### src/rtl/rf_write_arbiter_pkg.sv
// Shared definitions for the register-file write arbiter.
// Register-file geometry, requester count and the mod-3 pointer helper.
// No state; used by rr_pick3 and rf_write_arbiter.
package rf_write_arbiter_pkg;

    localparam int RF_DEPTH       = 8;
    localparam int RF_ADDR_W      = $clog2(RF_DEPTH);
    localparam int N_WR_REQ       = 3;
    localparam int DEF_DATA_WIDTH = 32;

    localparam logic [1:0] LAST_RST = 2'd2;

    // Advance a requester index modulo 3.
    function automatic logic [1:0] rr_next(input logic [1:0] idx);
        return (idx >= 2'd2) ? 2'd0 : idx + 2'd1;
    endfunction

endpackage

### src/rtl/rf_write_arbiter_rr_pick3.sv
// Round-robin selector over three requesters, searching last+1, last+2, last.
// Latency: combinational.
// Backpressure: en=0 suppresses every grant.
module rr_pick3
    import rf_write_arbiter_pkg::*;
(
    input  logic [N_WR_REQ-1:0] valid,
    input  logic [1:0]          last,
    input  logic                en,
    output logic [N_WR_REQ-1:0] gnt,
    output logic [1:0]          gnt_id
);

    logic [1:0] last_eff;
    logic [1:0] cand1;
    logic [1:0] cand2;

    always_comb begin
        // Pointer value 3 is unreachable; fold it onto 2 to stay safe.
        last_eff = (last == 2'd3) ? 2'd2 : last;
        cand1    = rr_next(last_eff);
        cand2    = rr_next(cand1);
        gnt      = '0;
        gnt_id   = '0;
        if (en) begin
            if (valid[cand1]) begin
                gnt[cand1] = 1'b1;
                gnt_id     = cand1;
            end else if (valid[cand2]) begin
                gnt[cand2] = 1'b1;
                gnt_id     = cand2;
            end else if (valid[last_eff]) begin
                gnt[last_eff] = 1'b1;
                gnt_id        = last_eff;
            end
        end
    end

endmodule

### src/rtl/rf_write_arbiter.sv
// Shares the register-file write port between three requesters, round-robin.
// Latency: accept at edge t drives rf_we/addr/data during cycle t+1.
// Backpressure: req_ready is the combinational grant, held low on stall or reset.
module rf_write_arbiter
    import rf_write_arbiter_pkg::*;
#(
    parameter int DATA_WIDTH = DEF_DATA_WIDTH
) (
    input  logic                  clk,
    input  logic                  rst,
    input  logic                  stall,
    input  logic [N_WR_REQ-1:0]   req_valid,
    output logic [N_WR_REQ-1:0]   req_ready,
    input  logic [RF_ADDR_W-1:0]  req_addr0,
    input  logic [RF_ADDR_W-1:0]  req_addr1,
    input  logic [RF_ADDR_W-1:0]  req_addr2,
    input  logic [DATA_WIDTH-1:0] req_data0,
    input  logic [DATA_WIDTH-1:0] req_data1,
    input  logic [DATA_WIDTH-1:0] req_data2,
    output logic                  rf_we,
    output logic [RF_ADDR_W-1:0]  rf_wAddr,
    output logic [DATA_WIDTH-1:0] rf_wData,
    output logic [1:0]            rf_gnt_id
);

    logic [1:0]            last;
    logic                  pick_en;
    logic [N_WR_REQ-1:0]   gnt;
    logic [1:0]            gnt_id;
    logic                  xfer;
    logic [RF_ADDR_W-1:0]  sel_addr;
    logic [DATA_WIDTH-1:0] sel_data;

    // Reset gates the grant so no requester sees an accept during reset.
    assign pick_en   = ~stall & ~rst;
    assign req_ready = gnt;
    assign xfer      = |gnt;

    rr_pick3 u_pick (
        .valid  (req_valid),
        .last   (last),
        .en     (pick_en),
        .gnt    (gnt),
        .gnt_id (gnt_id)
    );

    always_comb begin
        sel_addr = req_addr2;
        sel_data = req_data2;
        case (gnt_id)
            2'd0: begin
                sel_addr = req_addr0;
                sel_data = req_data0;
            end
            2'd1: begin
                sel_addr = req_addr1;
                sel_data = req_data1;
            end
            default: begin
                sel_addr = req_addr2;
                sel_data = req_data2;
            end
        endcase
    end

    always_ff @(posedge clk or posedge rst) begin
        if (rst) begin
            last      <= LAST_RST;
            rf_we     <= 1'b0;
            rf_wAddr  <= '0;
            rf_wData  <= '0;
            rf_gnt_id <= '0;
        end else begin
            rf_we <= xfer;
            if (xfer) begin
                last      <= gnt_id;
                rf_wAddr  <= sel_addr;
                rf_wData  <= sel_data;
                rf_gnt_id <= gnt_id;
            end
        end
    end

endmodule
### config.mk
export PLATFORM = sky130hd
export DESIGN_NAME = rf_write_arbiter
export DESIGN_NICKNAME = d
export VERILOG_FILES = /design/src/rtl/rf_write_arbiter_pkg.sv /design/src/rtl/rf_write_arbiter_rr_pick3.sv /design/src/rtl/rf_write_arbiter.sv
export SDC_FILE = /design/constraint.sdc
export NUM_CORES = 1
export LEC_CHECK = 0
export ABC_AREA = 0
export BUFFER_PORTS_ARGS = -buffer_cell sky130_fd_sc_hd__buf_2
export CORE_MARGIN = 5
export CORE_UTILIZATION = 29
export DETAILED_ROUTE_END_ITERATION = 16
export PLACE_DENSITY = 0.64
export RECOVER_POWER = 50
export SLEW_MARGIN = 10
export SYNTH_ARGS = -nofsm -noshare
export SYNTH_HDL_FRONTEND = slang
export SYNTH_SLANG_ARGS = --single-unit
### constraint.sdc
create_clock -name clk -period 5.2 [get_ports clk]
set_clock_uncertainty 0.2 [all_clocks]
set_input_delay 1.04 -clock clk [delete_from_list [all_inputs] [get_ports clk]]
set_output_delay 1.04 -clock clk [all_outputs]
set_load 0.01 [all_outputs]
==> results.md <==
* Status: complete, but fails checks
* Failing checks: max-capacitance violations, max-slew violations
* # DRC at 0
* Final nets at 438
* Dpl ws at 1.954 ns
* WP data required at 3.96 ns
* Cts repair resizes at 0
* Slew HR at -37.84%
* Clock sink count at 39
* Cell Area, Placed at between 2000 and 3000 sq um
* Worst EP arrival at between 2 and 2.5 ns
* RSZ-0062 raised after global routing: no
* Total GRT Usage at roughly 15%
* H-tree depth at 2
* First drt pass iteration count at 4
* Commonest non-fill, non-tap cells in the layout: buf_2, dfrtp_1, a22oi_1, a2bb2oi_1, o21ai_0
* Post-Synthesis Cells at 182
* Post-synthesis sequential area ratio at 50.29%
* Clock-pin slew on the worst setup and hold paths at 0.07 ns
* Postcts setup bufs at 0
* Filler cells at 649
* Leak at 1.341 nW
* Crit path kind: input port to output pin
* # IOs at 152
* Tcrit/Tclk final at 62.57%
* Total Die Area at 8437 sq um
* Clock Latency Late Sink at 0.28 ns
* Power density cells at 463.6 nW/um^2
* Layout Area Growth over Synthesis at 44.62%
* Most common cell after layout, fill and taps aside: buf_2
* Pin count of the biggest net entering global routing at 40
* Area of the core at 6422 sq um
* Final WS setup at 1.946 ns
* Num rows at 29
* Fin Setup TNS at 0 ns
* Worst Tran Pin Value at 2.068 ns
* Max-cap violations at 1
* Layout cells sized above 1 at a little under half
* Hold Path Stages at 1
* Antenna Nets Post-Route at 0
* Crit path launch type: input port
* HPWL after DPL at 4651 um
* DRT iter0 DRCs at 69
* Cell depth of the worst flop-to-flop path at 6
* Initial antenna violation count at 0
* Fmax at between 300 and 400 MHz
* Antenna diode instance count at 0
* First-pass GRT wire length at 10,540 um
* #FFs+latches synth at 39
* CTS root buffer: clkbuf_8
* Final global-route overflow total at 0
* Slew Limit Fails at 40
* Die Wd at 91.86 um
* Post-Syn Area at 1943 sq um
* Vias in the first global route at 2,225
* Die height at between 90 and 100 um
* Vias per cell at 5.062
* Initial Util at 30.26%
* Hold Crit Class: register to register
* I/O Buffers at 151
* Fin area at 2810 sq um
* Endpoint type of the worst setup path: output pin
* VDD IR-drop max at 0.0002120 V
* Final core occ at 43.76%
* Post-synth cell types at 24
* GP Congestion at approximately 0.74
* Vias at 2,050
* Cts hold-fix bufs at 0
* CTS tree: built
* WL final at 6405 um
* Routed len/inst at 15.81 um
* CTS buffer count at 5
* Synth warn at 0
* Minimum clock period at 3.254 ns
* Avg Cell Area, Syn at 10.68 sq um
* Post-synthesis net count at 293
* Max FO, Critical Path at 39
* Count of final setup violators at 0
* Max Root-Sink Buffers at 2
* Final hold violations at 0
[critical path, cell delays in order]
cell and delay (ns):
buf_2 0.10, a21oi_1 0.06, o211ai_1 0.17, buf_4 0.38
inv_1 0.10, buf_2 0.16
[cell type report]
cell class                 count  area [sq um]  share of cell area (%)
sequential                    39         977.2                   34.77
multi-input combinational    120         853.3                   30.37
timing repair buffer         156         764.5                   27.20
clock buffer                   8         100.1                   3.562
tap                           77         96.34                   3.428
inverter                       5         18.77                  0.6679
[cells in the mapped netlist (all sizes together)]
master | instances | share of area [%]
dfrtp | 38 | 49
a22oi | 35 | 14
a2bb2oi | 35 | 16
o21ai | 35 | 9.0
buf | 11 | 3.3
clkbuf | 7 | 1.5
inv | 5 | 0.97
nand2 | 3 | 0.71
a21oi | 2 | 1.1
a31o | 2 | 0.90
nor2b | 2 | 0.64
and2 | 1 | 0.32
dfstp | 1 | 1.4
nor2 | 1 | 0.19
o2111a | 1 | 0.64
o211ai | 1 | 0.39
o22ai | 1 | 0.32
o31ai | 1 | 0.39
[state kept, by name, summed over array words and instances (netlist names)]
signal and flops:
rf_wData 32, rf_wAddr 3, rf_gnt_id 2, last 1, rf_we 1
[path summary, 6_finish.rpt]
path / slack (ns) / to / from
max: 1.95 / req_ready[0] / req_valid[1]
min: 0.33 / rf_wData[7] / rf_wData[7]
max reg2reg: 2.82 / rf_wData[1] / last[1]
min reg2reg: 0.33 / rf_wData[7] / rf_wData[7]
max in group asynchronous: 2.31 / rf_wData[28] / rst
min in group asynchronous: 1.31 / rf_gnt_id[0] / rst
[power by group]
group | internal, mW | total, mW | switching (mW)
clock network | 0.121 | 0.219 | 0.0978
logic | 0.268 | 0.541 | 0.273
registers | 0.457 | 0.543 | 0.0856
[stage by stage]
step	power [mW]	hold slack, ns	cells
after floorplan	0.8684	0.3525	182
after global placement	1.107	0.3151	397
after detailed placement	1.114	0.3248	397
after CTS	1.345	0.3454	405
after global routing	1.402	0.3625	405
final	1.303	0.3322	405
[routing by layer]
metal	global-route usage [%]	wire length [um]	vias to the layer above
met5	0	0	-
met4	4.455	82	0
met3	4.010	501	10
met2	25.97	3140	92
met1	18.92	2680	941
li1	-	-	1007
[kinds of logic (layout without fill, tap and decap cells)]
logic type / after synthesis / after routing / share of synthesized area (%)
and+or+nand+nor: 7 / 7 / 1.868
DFF: 39 / 39 / 50.29
buffers and inverters: 23 / 169 / 5.795
AOI/OAI and AO/OA: 113 / 113 / 42.05
Note: power is estimated with default switching activity, not from simulation.
